**src/rtl/buzzer_sequencer.sv**
```systemverilog
// -----------------------------------------------------------------------------
// buzzer_sequencer
//   Shares the single piezo buzzer among three keypad-lock events: key click,
//   unlock success and wrong-code alarm. Each event plays a fixed square-wave
//   pattern. A higher-priority request preempts the current pattern
//   (ERR > OK > KEY). A request of the same priority restarts its own pattern.
//
// Ports
//   clk        in   system clock
//   RSTn       in   synchronous reset, ACTIVE-HIGH despite the name
//   req_key    in   key-click request pulse
//   req_ok     in   success request pulse
//   req_err    in   alarm request pulse
//   mute       in   level; forces buzzer low, sequencing keeps running
//   buzzer     out  registered square-wave drive
//   busy       out  a pattern is playing
//   active_id  out  0 none, 1 key, 2 ok, 3 err
//
// Build option
//   BUZZ_QUEUE_EN : when defined, a one-entry pending slot keeps a rejected
//                   lower-priority request and plays it as soon as the current
//                   pattern ends, with no idle cycle in between.
// -----------------------------------------------------------------------------
module buzzer_sequencer #(
   parameter int CNT_W      = 32,
   parameter int KEY_HALF   = 50000,
   parameter int KEY_LEN    = 10000000,
   parameter int OK_HALF    = 25000,
   parameter int OK_LEN     = 30000000,
   parameter int ERR_HALF   = 100000,
   parameter int ERR_GAP_LO = 5000000,
   parameter int ERR_GAP_HI = 10000000,
   parameter int ERR_LEN    = 15000000
) (
   input  logic       clk,
   input  logic       RSTn,
   input  logic       req_key,
   input  logic       req_ok,
   input  logic       req_err,
   input  logic       mute,
   output logic       buzzer,
   output logic       busy,
   output logic [1:0] active_id
);

   // State encoding equals both the reported id and the priority rank.
   typedef enum logic [1:0] {
      ST_IDLE = 2'd0,
      ST_KEY  = 2'd1,
      ST_OK   = 2'd2,
      ST_ERR  = 2'd3
   } state_t;

   localparam logic [CNT_W-1:0] ZERO_C       = {CNT_W{1'b0}};
   localparam logic [CNT_W-1:0] ONE_C        = {{(CNT_W-1){1'b0}}, 1'b1};
   localparam logic [CNT_W-1:0] KEY_HALF_C   = CNT_W'(KEY_HALF);
   localparam logic [CNT_W-1:0] KEY_LEN_C    = CNT_W'(KEY_LEN);
   localparam logic [CNT_W-1:0] OK_HALF_C    = CNT_W'(OK_HALF);
   localparam logic [CNT_W-1:0] OK_LEN_C     = CNT_W'(OK_LEN);
   localparam logic [CNT_W-1:0] ERR_HALF_C   = CNT_W'(ERR_HALF);
   localparam logic [CNT_W-1:0] ERR_GAP_LO_C = CNT_W'(ERR_GAP_LO);
   localparam logic [CNT_W-1:0] ERR_GAP_HI_C = CNT_W'(ERR_GAP_HI);
   localparam logic [CNT_W-1:0] ERR_LEN_C    = CNT_W'(ERR_LEN);

   function automatic logic [CNT_W-1:0] half_of(input state_t s);
      case (s)
         ST_KEY:  half_of = KEY_HALF_C;
         ST_OK:   half_of = OK_HALF_C;
         ST_ERR:  half_of = ERR_HALF_C;
         default: half_of = ONE_C;
      endcase
   endfunction

   function automatic logic [CNT_W-1:0] len_of(input state_t s);
      case (s)
         ST_KEY:  len_of = KEY_LEN_C;
         ST_OK:   len_of = OK_LEN_C;
         ST_ERR:  len_of = ERR_LEN_C;
         default: len_of = ONE_C;
      endcase
   endfunction

   state_t           state_q, state_d;
   logic [CNT_W-1:0] dur_q, dur_d;
   logic [CNT_W-1:0] tone_cnt_q, tone_cnt_d;
   logic             tone_bit_q, tone_bit_d;
   logic             buzzer_q, buzzer_d;
   logic             busy_q, busy_d;
   logic [1:0]       active_id_q, active_id_d;
   state_t           win_s;
   logic             accept_s;
   logic             last_s;
   logic             gap_s;
`ifdef BUZZ_QUEUE_EN
   logic             pend_valid_q, pend_valid_d;
   state_t           pend_id_q, pend_id_d;
`endif

   // Pick the highest simultaneous request and decide whether it may take over.
   always_comb begin
      if (req_err) begin
         win_s = ST_ERR;
      end else if (req_ok) begin
         win_s = ST_OK;
      end else if (req_key) begin
         win_s = ST_KEY;
      end else begin
         win_s = ST_IDLE;
      end
      accept_s = (win_s != ST_IDLE) && (win_s >= state_q);
      last_s   = (state_q != ST_IDLE) && (dur_q == (len_of(state_q) - ONE_C));
   end

   // Next-state, duration and tone counters (plus the pending slot if built in).
   always_comb begin
      state_d    = state_q;
      dur_d      = dur_q;
      tone_cnt_d = tone_cnt_q;
      tone_bit_d = tone_bit_q;
`ifdef BUZZ_QUEUE_EN
      // A rejected request is merged first so one arriving on the last cycle
      // can already follow on without a gap.
      if ((win_s != ST_IDLE) && !accept_s &&
          (!pend_valid_q || (win_s >= pend_id_q))) begin
         pend_valid_d = 1'b1;
         pend_id_d    = win_s;
      end else begin
         pend_valid_d = pend_valid_q;
         pend_id_d    = pend_id_q;
      end
`endif
      if (accept_s) begin
         // New pattern always opens with the tone high.
         state_d    = win_s;
         dur_d      = ZERO_C;
         tone_cnt_d = ZERO_C;
         tone_bit_d = 1'b1;
      end else if (last_s) begin
`ifdef BUZZ_QUEUE_EN
         if (pend_valid_d) begin
            state_d      = pend_id_d;
            dur_d        = ZERO_C;
            tone_cnt_d   = ZERO_C;
            tone_bit_d   = 1'b1;
            pend_valid_d = 1'b0;
         end else begin
            state_d    = ST_IDLE;
            dur_d      = ZERO_C;
            tone_cnt_d = ZERO_C;
            tone_bit_d = 1'b0;
         end
`else
         state_d    = ST_IDLE;
         dur_d      = ZERO_C;
         tone_cnt_d = ZERO_C;
         tone_bit_d = 1'b0;
`endif
      end else if (state_q != ST_IDLE) begin
         dur_d = dur_q + ONE_C;
         if (tone_cnt_q == (half_of(state_q) - ONE_C)) begin
            tone_cnt_d = ZERO_C;
            tone_bit_d = ~tone_bit_q;
         end else begin
            tone_cnt_d = tone_cnt_q + ONE_C;
         end
      end else begin
         dur_d      = ZERO_C;
         tone_cnt_d = ZERO_C;
         tone_bit_d = 1'b0;
      end
   end

   // Output values derived from the next state so they line up with it.
   always_comb begin
      gap_s       = (state_d == ST_ERR) && (dur_d >= ERR_GAP_LO_C) && (dur_d < ERR_GAP_HI_C);
      buzzer_d    = tone_bit_d & (state_d != ST_IDLE) & ~gap_s & ~mute;
      busy_d      = (state_d != ST_IDLE);
      active_id_d = state_d;
   end

   // State and output registers; reset (active-high) overrides any request.
   always_ff @(posedge clk) begin
      if (RSTn) begin
         state_q      <= ST_IDLE;
         dur_q        <= ZERO_C;
         tone_cnt_q   <= ZERO_C;
         tone_bit_q   <= 1'b0;
         buzzer_q     <= 1'b0;
         busy_q       <= 1'b0;
         active_id_q  <= 2'd0;
`ifdef BUZZ_QUEUE_EN
         pend_valid_q <= 1'b0;
         pend_id_q    <= ST_IDLE;
`endif
      end else begin
         state_q      <= state_d;
         dur_q        <= dur_d;
         tone_cnt_q   <= tone_cnt_d;
         tone_bit_q   <= tone_bit_d;
         buzzer_q     <= buzzer_d;
         busy_q       <= busy_d;
         active_id_q  <= active_id_d;
`ifdef BUZZ_QUEUE_EN
         pend_valid_q <= pend_valid_d;
         pend_id_q    <= pend_id_d;
`endif
      end
   end

   assign buzzer    = buzzer_q;
   assign busy      = busy_q;
   assign active_id = active_id_q;

endmodule

```
**config.mk**
```make
export PLATFORM = sky130hd
export DESIGN_NAME = buzzer_sequencer
export DESIGN_NICKNAME = d
export VERILOG_FILES = /design/src/rtl/buzzer_sequencer.sv
export SDC_FILE = /design/constraint.sdc
export NUM_CORES = 1
export LEC_CHECK = 0
export CORE_MARGIN = 2
export CORE_UTILIZATION = 45
export CTS_BUF_LIST = sky130_fd_sc_hd__clkbuf_16
export DETAILED_ROUTE_END_ITERATION = 12
export MAX_ROUTING_LAYER = met4
export PLACE_DENSITY = 0.6
export SETUP_SLACK_MARGIN = 0.2
export SYNTH_ARGS = -nofsm -noshare
export SYNTH_HDL_FRONTEND = slang
export SYNTH_SLANG_ARGS = --single-unit
```
**constraint.sdc**
```tcl
create_clock -name clk -period 3.95 [get_ports clk]
set_input_delay 0.79 -clock clk [delete_from_list [all_inputs] [get_ports clk]]
set_output_delay 0.79 -clock clk [all_outputs]
set_load 0.005 [all_outputs]
```
==> flow_summary.yaml, run 1 <==
run_status:
  status: "complete, no violations"
final_layout:
  final_nets: 502
  fin_area_um2: 4300
  diodes: 0
  drive_gt1_share_pct: 6.33
  area_growth_pct: 9.87
floorplanning:
  die-area_um2: 9470
  fp.dieH_um: 97.3
  pin_count: 10
  initial_core_util_pct: 45.6
  fp.dieW_um: 97.3
  coreArea_um2: 8590
  rows: 34
sta:
  clock.fmax_ghz: 0.294
  tns_ns: 0
  setup_violations: 0
  fin_crit_ns: 3.41
  finalHoldViolations: 0
  worstMarginPinSlew_ns: 0.661
  maxSlewHeadroom_pct: 55.5
  maxSlewViolCount: 0
  fin_skew_ns: 0.0128
  fin_crit_sh_pct: 86.2
  setup_slack_ns: 0.544
  grt_setup_unrepaired: "false"
drt:
  drc: 0
  route.vias.total: 3364
  drtIter0Drc: 147
  wl_um: 8930
  drt-vias-per-instance: 5.63
  ant_nets: 0
  dr.pass1.iters: 4
  wl_per_cell_um: 14.9
setup_path:
  cp_max_fo: 5
  cpMostUsedCell: "a21oi_1"
  cp.required_ns: 4.16
  critPathMaxStageDelay_ns: 0.51
  slowest_stage: "clkdlybuf4s50_1"
  rrSetupSlack_ns: 0.59
  path_buf_inv: 2
  critPathTopFamily: "simple AND/OR/NAND/NOR gates"
  path_depth: 12
  start_kind: "input pin"
  worstPathArrival_ns: 3.62
  path_class: "in2reg"
  r2r_cells: 12
  path_cells: "clkdlybuf4s50_1, inv_1, a21oi_1, ha_1, nand2b_1, a21oi_1, nor2_1, a31oi_2, a21oi_1, or4b_1, nor4_1, a31oi_1"
  crit_path_end_kind: "flip-flop"
synth:
  synth_seq_cells: 69
  avgSynthCellArea_um2: 8.06
  synth_seq_area_share_pct: 35.3
  ys.flop_type: "dfxtp_1"
  synth_edf_count: 0
  syn-cell-area_um2: 3920
  async_flop_share_pct: 0
  syn-instance-count: 486
  syn_nets: 503
  yosysWarnings: 0
  synthDistinctLibCells: 56
clock_tree:
  clk_pin_slew_worst_paths_ns: 0.06
  hold_buffers: 0
  cts_htree_levels: 3
  clockBufferDepth: 2
  cts_setup_buffers: 0
  cts_sinks: 69
  cts_resized: 0
  cts_tree: "done"
  numCtsBuffers: 9
  cts_root_buffer: "clkbuf_16"
  clk_latency_ns: 0.34
power:
  power_density_nw_per_um2: 387
  cellLeakagePower_nw: 1.44
  max-vdd-ir-drop_v: 0.000181
global_routing:
  antenna_found_initial: 0
  overflow: 0
  grt_pass1_wl_um: 15100
  grt_max_degree: 33
  grt_pass1_vias: 3092
  groute.usage.overall_pct: 20.2
hold_path:
  hold_depth: 1
  hold_class: "reg2reg"
place:
  dpl_cell_area_um2: 4010
  place.gp.congestion: 0.939
  dp_hpwl_um: 6470
  io_buffers: 9
  dp_slack_ns: 0.235
job:
  cap_violations: 0
## Yosys cell counts (all sizes together), types with 3 or more instances
master   n  area share, %
o22ai    5           0.80
buf     17            3.1
ha      11            3.5
o21ai   10            1.3
and2     4           0.64
nor2    94            9.2
and3    18            2.9
nor4b    3           0.67
nor3    17            2.3
dfxtp   69             35
a31oi    3           0.64
nor4    11            1.8
inv     10           0.96
nand2   39            3.8
xnor2   29            6.5
clkbuf   6           0.61
or3      6            1.0
nand3   29            3.7
xor2    37            8.3
nand4   18            3.3
nor2b    3           0.48
a21oi   10            1.3
and4    10            2.3
## flip-flops by register name (all words and copies together), names as in the netlist
register and cells:
tone_cnt_q 32, tone_bit_q 1, active_id 2, busy 1, dur_q 32, buzzer 1
## where the power goes
group          switching [mW]  internal, mW  total (mW)
Sequential             0.0105         0.704       0.715
Combinational          0.0920        0.0632       0.155
Clock                   0.353         0.441       0.794
Total                   0.456          1.21        1.66
## per-layer routing
metal	GRT usage (%)	part of all wire (%)
met3	3.88	3.5
met1	29.1	52
met4	7.48	1.9
met5	-	0
met2	28.3	43
## cells in the final DEF, fill, tap and decap left out, types with 3 or more instances in the layout
master           netlist  layout
a21oi_1               10      10
and2_1                 4       4
and3_1                16      16
and4_1                 7       7
and4_2                 3       3
clkbuf_16              0       9
clkdlybuf4s50_1        0       9
dfxtp_1               69      69
ha_1                  11      11
inv_1                 10      10
nand2_1               38      38
nand3_1               29      29
nand4_1               17      17
nor2_1                93      93
nor2b_1                3       3
nor3_1                16      16
nor4_1                11      11
nor4b_1                3       3
o21ai_0                9       9
o22ai_1                5       5
or3_1                  4       4
xnor2_1               29      29
xor2_1                37      37
## logic make-up after synthesis
group | share of synthesized area [%]
buffers and inverters | 4.73
DFF | 35.3
adders and majority gates | 3.51
xor gates and xnor gates | 14.8
and+or+nand+nor | 33.3
AOI/OAI and AO/OA | 7.89
muxes | 0.511
## final cells by class
| class | instances | area, µm² |
|---|---|---|
| Tap cell | 108 | 135 |
| Fill cell | 851 | 4290 |
| Inverter | 11 | 41.3 |
| Timing Repair Buffer | 11 | 105 |
| Clock buffer | 9 | 225 |
| Sequential cell | 69 | 1380 |
| Clock inverter | 7 | 65.1 |
| Multi-Input combinational cell | 383 | 2350 |
## metrics by stage
step                      hold slack [ns]  total power [mW]  utilization, %  cells
after detailed placement            0.454             0.885            46.7    582
after floorplan                     0.426             0.835               -    486
after global routing                0.488              1.73            50.1    598
after global placement              0.442             0.885            46.7    582
final                               0.475              1.66            50.1    598
after CTS                           0.468              1.68            50.1    598
## final timing paths
kind,from,to
worst max register to register,active_id[0],buzzer
worst max-delay path,req_ok,buzzer
worst min-delay path,tone_cnt_q[0],tone_cnt_q[0]
worst min register to register,tone_cnt_q[0],tone_cnt_q[0]
Note: power is estimated with default switching activity, not from simulation.
==> inputs of run 2 (changes only) <==
CORE_MARGIN = 4   (was 2)
==> run 2 against run 1 <==
Effect of this change:
- via count fell by 0.83%
- hold slack got worse by 0.0064 ns
- critical path depth did not move
- critical path type unchanged
- die area rose by 8.4%
- sequential power barely moved
- non-clock buffer count rose by 1
- wire length rose by 0.65%
- setup slack got worse by 0.082 ns
- combinational power rose by 6%
- largest power group unchanged
==> flow_summary.yaml, run 2 (synthesis results as in run 1) <==
run_status:
  status: "complete, no violations"
setup_path:
  critPathTopFamily: "compound AO/OA/AOI/OAI gates"
  cpMostUsedCell: "a21oi_1"
  path_cells: "clkdlybuf4s50_1, inv_1, a21oi_1, ha_1, nand2b_1, a21oi_1, nor2_1, a31oi_2, a21oi_1, or4b_1, nor4_1, a31oi_1"
  crit_path_end_kind: "flip-flop"
  slowest_stage: "clkdlybuf4s50_1"
  path_class: "in2reg"
  cp.required_ns: 4.16
  worstPathArrival_ns: 3.70
  critPathMaxStageDelay_ns: 0.50
  cp_max_fo: 5
  r2r_cells: 12
  path_depth: 12
  path_buf_inv: 2
  start_kind: "input pin"
power:
  power_mw: 1.68
  max-vdd-ir-drop_v: 0.000201
  power_density_nw_per_um2: 390
  cellLeakagePower_nw: 1.45
hold_path:
  hold_depth: 1
  hold_class: "reg2reg"
global_routing:
  antenna_found_initial: 0
  grt_pass1_wl_um: 15500
  grt_pass1_vias: 3137
  overflow: 0
  grt_max_degree: 33
  groute.usage.overall_pct: 19.6
drt:
  dr.pass1.iters: 4
  ant_nets: 0
  drc: 0
  wl_um: 8990
  route.vias.total: 3336
  drt-vias-per-instance: 5.60
  wl_per_cell_um: 15.1
  drtIter0Drc: 165
sta:
  fin_crit_sh_pct: 88.3
  grt_setup_unrepaired: "false"
  fin_crit_ns: 3.49
  maxSlewHeadroom_pct: 55.6
  maxSlewViolCount: 0
  setup_violations: 0
  finalHoldViolations: 0
  fin_skew_ns: 0.00529
  hold_slack_ns: 0.469
  clock.fmax_ghz: 0.287
  tns_ns: 0
  worstMarginPinSlew_ns: 0.660
final_layout:
  diodes: 0
  fin_area_um2: 4320
  layout_common_cells: "nor2_1 (93), dfxtp_1 (69), nand2_1 (38)"
  drive_gt1_share_pct: 6.52
  final_nets: 503
  fillers: 816
  area_growth_pct: 10.2
  final_common_cell: "nor2_1"
floorplanning:
  rows: 33
  pin_count: 10
  fp.dieW_um: 101
  fp.dieH_um: 101
  initial_core_util_pct: 47.0
  coreArea_um2: 8340
  die-area_um2: 10300
clock_tree:
  cts_root_buffer: "clkbuf_16"
  cts_sinks: 69
  cts_htree_levels: 3
  numCtsBuffers: 9
  clockBufferDepth: 2
  cts_resized: 0
  cts_tree: "done"
  hold_buffers: 0
  cts_setup_buffers: 0
  clk_pin_slew_worst_paths_ns: 0.06
  clk_latency_ns: 0.33
place:
  place.gp.congestion: 0.924
  io_buffers: 9
  dpl_cell_area_um2: 4020
  dp_hpwl_um: 6570
job:
  cap_violations: 0
==> run 2: cell count changes in the layout (fill, tap and decap cells not counted), sizes merged <==
cell | previous run | this run
bufinv | 0 | 1
inv | 14 | 11
clkinvlp | 1 | 3
buf | 2 | 3
==> run 2: area by class of cell <==
type / instances / area, µm² / share of cell area [%]
timing repair buffer: 12 / 113 / 2.61
inverter: 11 / 41.3 / 0.956
tap: 105 / 131 / 3.04
clock buffer: 9 / 225 / 5.22
multi-input combinational: 383 / 2350 / 54.4
sequential: 69 / 1380 / 32.0
clock inverter: 7 / 75.1 / 1.74
==> run 2: routing by layer <==
metal	track usage [%]	wire (µm)	share of wire, %
met1	27.4	4740	53
met2	27.2	3750	42
met5	-	0	0
met3	4.20	329	3.7
met4	7.98	165	1.8
==> run 2: power breakdown <==
group	switching [mW]	internal, mW	total (mW)	leakage (nW)
clock	0.316	0.490	0.807	0.138
sequential	0.00712	0.705	0.712	0.557
combinational	0.0995	0.0647	0.164	0.751
==> run 2: path summary, 6_finish.rpt <==
check / start / slack [ns] / to
worst max-delay path: req_ok / 0.46 / buzzer
worst min-delay path: tone_cnt_q[0] / 0.47 / tone_cnt_q[0]
worst max register to register: active_id[1] / 0.50 / buzzer
worst min register to register: tone_cnt_q[0] / 0.47 / tone_cnt_q[0]
==> run 2: metrics by stage <==
stage	worst slack [ns]	cells	utilization, %
global route	0.225	596	51.8
detailed placement	0.168	580	48.2
global placement	0.326	580	48.2
floorplan	0.990	486	-
CTS	0.497	596	51.8
finish	0.462	596	51.8
==> inputs of run 3 (changes only) <==
ABC_AREA = 1   (was unset)
==> run 3 against run 2 <==
Effect of this change:
- global-route usage increased by 3.5 points
- total power increased by 11%
- clock skew increased by 0.0047 ns
- clock power increased by 14%
- non-clock buffer count increased by 4
- synthesized cell count increased by 44%
- die area increased by 15%
- area after synthesis increased by 17%
- combinational power increased by 38%
- critical path type is now reg2reg
- largest power group unchanged
==> flow_summary.yaml, run 3 <==
run_status:
  status: "complete, no violations"
job:
  cap_violations: 0
clock_tree:
  clk_pin_slew_worst_paths_ns: 0.06
  cts_root_buffer: "clkbuf_16"
  cts_setup_buffers: 0
  numCtsBuffers: 9
  cts_resized: 0
  cts_tree: "done"
  clockBufferDepth: 2
  cts_htree_levels: 3
  clk_latency_ns: 0.34
  hold_buffers: 0
  cts_sinks: 69
synth:
  synthDistinctLibCells: 45
  synthTopCellsByArea: "dfxtp_1 (30%), nand2_1 (12%), nor2_1 (11%)"
  syn-cell-area_um2: 4580
  yosysMostFrequentCell: "nand2_1"
  synth_top_area_share_pct: 30.2
  synth_seq_cells: 69
  synth_seq_area_share_pct: 30.2
  yosys.area.top_type: "dfxtp_1"
  avgSynthCellArea_um2: 6.54
  synthTopCellsByCount: "nand2_1 (146), nor2_1 (137), inv_1 (85)"
  syn_nets: 717
  async_flop_share_pct: 0
  syn-instance-count: 700
  yosysWarnings: 0
  synth_edf_count: 0
  ys.flop_type: "dfxtp_1"
global_routing:
  grt_pass1_wl_um: 20700
  overflow: 0
  grt_pass1_vias: 4394
  antenna_found_initial: 0
  grt_max_degree: 27
  groute.usage.overall_pct: 23.1
drt:
  wl_um: 12400
  route.vias.total: 4481
  drt-vias-per-instance: 5.26
  ant_nets: 0
  drc: 0
  wl_per_cell_um: 14.5
  dr.pass1.iters: 5
  drtIter0Drc: 294
place:
  io_buffers: 9
  dp_hpwl_um: 9660
  placed_cells: 836
  place.gp.congestion: 0.948
  dpl_cell_area_um2: 4800
  dp_slack_ns: 0.463
power:
  power_mw: 1.86
  max-vdd-ir-drop_v: 0.000289
  power_density_nw_per_um2: 362
  cellLeakagePower_nw: 2.04
final_layout:
  layout_common_cells: "nand2_1 (146), nor2_1 (137), inv_1 (85)"
  regArea_um2: 1380
  area_growth_pct: 12.3
  multi_input_area_um2: 2770
  instances_no_fill: 852
  final_nets: 731
  final_common_cell: "nand2_1"
  fillers: 1038
  drive_gt1_share_pct: 10.4
  diodes: 0
  fin_area_um2: 5140
sta:
  fin_crit_ns: 3.21
  maxSlewHeadroom_pct: 33.6
  maxSlewViolCount: 0
  setup_slack_ns: 0.742
  worstMarginPinSlew_ns: 0.996
  fin_crit_sh_pct: 81.2
  clock.fmax_ghz: 0.312
  grt_setup_unrepaired: "false"
  fin_skew_ns: 0.00995
  finalHoldViolations: 0
  setup_violations: 0
  tns_ns: 0
floorplanning:
  die-area_um2: 11800
  coreArea_um2: 9820
  fp.dieH_um: 109
  rows: 36
  pin_count: 10
  fp.dieW_um: 109
  initial_core_util_pct: 46.6
setup_path:
  endpoint: "tone_cnt_q[2]"
  cp.required_ns: 4.18
  rrSetupSlack_ns: 0.74
  start_kind: "flip-flop"
  r2r_start: "active_id[0]"
  path_class: "reg2reg"
  worstPathArrival_ns: 3.44
  r2r_cells: 19
  r2r-end: "tone_cnt_q[2]"
  crit_path_end_kind: "flip-flop"
  cp_max_fo: 23
  critPathLaunch: "active_id[0]"
hold_path:
  hold_class: "reg2reg"
-- run 3: worst min-delay path by stage --
| stage | from | to | slack, ns | depth (start not counted) |
|---|---|---|---|---|
| 2_1_floorplan | tone_cnt_q[0] | tone_cnt_q[0] | 0.45 | 1 |
| 3_3_place_gp | tone_cnt_q[0] | tone_cnt_q[0] | 0.47 | 1 |
| 3_5_place_dp | tone_cnt_q[0] | tone_cnt_q[0] | 0.48 | 1 |
| 4_1_cts | tone_cnt_q[0] | tone_cnt_q[0] | 0.49 | 1 |
| 5_1_grt | tone_cnt_q[0] | tone_cnt_q[0] | 0.54 | 1 |
| 6_report | tone_cnt_q[0] | tone_cnt_q[0] | 0.48 | 1 |
-- run 3: logic make-up after synthesis --
logic type / Yosys count / share of synthesized area (%)
flip-flops: 69 / 30.2
AO/OA/AOI/OAI: 49 / 6.48
adder cells (fa/ha/maj): 11 / 3.01
XOR/XNOR: 26 / 4.98
AND/OR/NAND/NOR: 442 / 46.1
buffers and inverters: 103 / 9.24
-- run 3: per-layer routing --
metal / vias to the layer above / wire (µm) / global-route usage, %
met5: - / 0 / -
met4: 0 / 411 / 9.65
met3: 34 / 642 / 5.86
met2: 107 / 5980 / 38.4
met1: 2049 / 5350 / 26.5
li1: 2291 / - / -
-- run 3: power by group --
group	internal [mW]	switching [mW]
logic	0.0811	0.145
clock network	0.613	0.306
registers	0.705	0.0123
-- run 3: area by class of cell --
class | count | area share, %
Inverter | 90 | 6.57
Tap cell | 133 | 3.24
Sequential cell | 69 | 26.9
Multi-Input combinational cell | 528 | 53.9
Timing Repair Buffer | 16 | 2.78
Clock inverter | 7 | 2.22
Clock buffer | 9 | 4.38
-- run 3: stage by stage --
step,utilization (%),hold slack (ns)
after floorplan,-,0.451
after global placement,48.9,0.467
after detailed placement,48.9,0.477
after CTS,52.3,0.490
after global routing,52.3,0.536
final,52.3,0.481
-- run 3: worst max-delay path: stages (launching register included) --
cell,delay (ns)
dfxtp_1,0.59
inv_1,0.17
ha_1,0.25
buf_4,0.18
inv_1,0.09
ha_1,0.13
inv_1,0.04
nor2_1,0.08
nand2_1,0.07
nor2_1,0.08
nand2_1,0.06
nor2_1,0.10
nand3_2,0.12
nand2_4,0.15
nor2_1,0.05
inv_1,0.10
nor2_1,0.07
o21ai_2,0.38
buf_4,0.31
nor3b_1,0.06
==> edit, RTL diff (config.mk and constraints of run 2) <==
The parameter `CNT_W` goes from 32 to 16.
--- a/src/rtl/buzzer_sequencer.sv
+++ b/src/rtl/buzzer_sequencer.sv
@@ -23,5 +23,5 @@
 // -----------------------------------------------------------------------------
 module buzzer_sequencer #(
-   parameter int CNT_W      = 32,
+   parameter int CNT_W      = 16,
    parameter int KEY_HALF   = 50000,
    parameter int KEY_LEN    = 10000000,
Behaviour: no difference found for any inputs over 10 cycles, from zero or initial values and one cycle with RSTn high; that may be too few to reach the edited logic, so the function may still have changed.
==> edit against run 2 <==
- register-to-register slack improved by 0.69 ns
- synthesized area fell by 41%
- power fell by 48%
- worst hold slack improved by 0.011 ns
- core utilization rose by 0.93 points
- clock power fell by 54%
- sequential cell count fell by 32
- fmax rose by 13%
- cell area fell by 41%
- wire length fell by 46%
- sequential power fell by 45%
- worst setup slack improved by 0.41 ns
- critical path depth fell by 2
- first-iteration DRC count fell by 25%
- critical path type unchanged
==> edit: results (changes against run 2) <==
| Metric | Value |
|---|---|
| Met2 routed WL | `2040 um (was 3750 um)` |
| Wire length on met1 | `2580 um (was 4740 um)` |
| Peak VDD IR | `240 uV (was 201 uV)` |
| H-tree depth | `2 (was 3)` |
| Vias in the first global route | `1836 (was 3137)` |
| CP max stage cell | `clkdlybuf4s50_1 (unchanged)` |
| Ys async rst share | `0 (unchanged)` |
| Commonest cells in the netlist | `nor2_1, dfxtp_1, xnor2_1 (was nor2_1, dfxtp_1, nand2_1)` |
| Met3 WL post-DR | `162 um (was 329 um)` |
| Total GRT Usage | `0.174 (was 0.196)` |
| P_leak | `0.000839 uW (was 0.00145 uW)` |
| Clk pwr share | `0.418 (was 0.479)` |
| Nets | `296 (was 503)` |
| Ant. Diodes | `0 (unchanged)` |
| Hold Crit Class | `reg -> reg (unchanged)` |
| Gp weighted congestion | `0.781 (was 0.924)` |
| Pre-CTS setup slack | `0.607 ns (was 0.168 ns)` |
| Vias per cell | `5.58 (was 5.60)` |
| Critical Path AT | `3.28 ns (was 3.70 ns)` |
| Post-Syn Nets | `291 (was 503)` |
| R2R Setup Slk | `1.19 ns (was 0.50 ns)` |
| Routed wire per std cell | `13.9 um (was 15.1 um)` |
| Worst r2r path cells | `8 (was 12)` |
| Reg2Reg Launch Point | `active_id[0] (was active_id[1])` |
| Cell family with most CP delay | `simple AND/OR/NAND/NOR gates (was compound AO/OA/AOI/OAI gates)` |
| Worst slew pin tran | `0.474 ns (was 0.660 ns)` |
| Combinational power share | `0.134 (was 0.098)` |
| Layout cells sized above 1 | `0.100 (was 0.0652)` |
| Met2 GRT Util | `0.260 (was 0.272)` |
| Num CTS Buffers | `5 (was 9)` |
| Final-layout fill cell count | `458 (was 816)` |
| Register area share after synthesis | `0.319 (was 0.353)` |
| Min-delay src | `tone_cnt_q[0] (unchanged)` |
| First drt pass iteration count | `4 (unchanged)` |
| Status | `finished clean (unchanged)` |
| Hpwl dp | `3500 um (was 6570 um)` |
| First-pass GRT wire length | `8600 um (was 15500 um)` |
| Initial DRC count | `124 (was 165)` |
| Clock Latency Late Sink | `0.27 ns (was 0.33 ns)` |
| Maximum fanout along the worst path | `16 (was 5)` |
| Placed Instance Area | `0.00242 mm2 (was 0.00402 mm2)` |
| Switching part of the total | `0.245 (was 0.251)` |
| Yosys warnings | `0 (unchanged)` |
| Worst Clk Skew | `0.00466 ns (was 0.00529 ns)` |
| IO buf count | `9 (unchanged)` |
| Met1 global-route usage | `0.239 (was 0.274)` |
| Largest cells by area after synthesis | `dfxtp_1, xnor2_1, nor2_1 (was dfxtp_1, nor2_1, xor2_1)` |
| Largest net degree at the start of global routing | `17 (was 33)` |
| Met3 GRT Util | `0.0440 (was 0.0420)` |
[edit: cell count changes in the layout (fill, tap and decap cells not counted), moves of 9 or more]
cell	change
nand4_1	-9
and3_1	-9
nand3_1	-15
nand2_1	-22
xnor2_1	-12
dfxtp_1	-32
xor2_1	-23
nor2_1	-55
[edit: stage by stage]
step / power, uW / hold slack, ns / std cells
floorplan: 487 / 0.447 / 274
global placement: 520 / 0.468 / 339
detailed placement: 520 / 0.470 / 339
CTS: 889 / 0.486 / 347
global route: 918 / 0.502 / 347
finish: 880 / 0.480 / 347
[edit: logic make-up (layout without fill, tap and decap cells)]
family / Yosys count / in the layout / synth area share
AO/OA/AOI/OAI: 41 / 41 / 0.127
XOR/XNOR: 31 / 31 / 0.117
adder cells (fa/ha/maj): 11 / 11 / 0.0593
buffers and inverters: 23 / 29 / 0.0556
flip-flops: 37 / 37 / 0.319
multiplexers: 1 / 1 / 0.00432
AND/OR/NAND/NOR: 130 / 130 / 0.317
[edit: worst max-delay path by stage]
| stage | from | to | slack, ns | depth (start not counted) |
|---|---|---|---|---|
| 5_1_grt | req_ok | tone_cnt_q[3] | 0.66 | 10 |
| 3_5_place_dp | req_ok | tone_cnt_q[6] | 0.61 | 10 |
| 6_report | req_ok | tone_cnt_q[15] | 0.88 | 10 |
| 3_3_place_gp | req_ok | tone_cnt_q[15] | 0.64 | 10 |
| 4_1_cts | req_ok | tone_cnt_q[15] | 0.87 | 10 |
| 2_1_floorplan | req_ok | tone_cnt_q[7] | 1.13 | 12 |
[edit: layout make-up]
cell class	instances	area, um2	share of cell area
clock buffer	5	125	0.0490
timing repair buffer	11	105	0.0411
tap	67	83.8	0.0328
inverter	10	37.5	0.0147
clock inverter	3	12.5	0.00490
sequential	37	741	0.290
multi-input combinational	214	1450	0.568
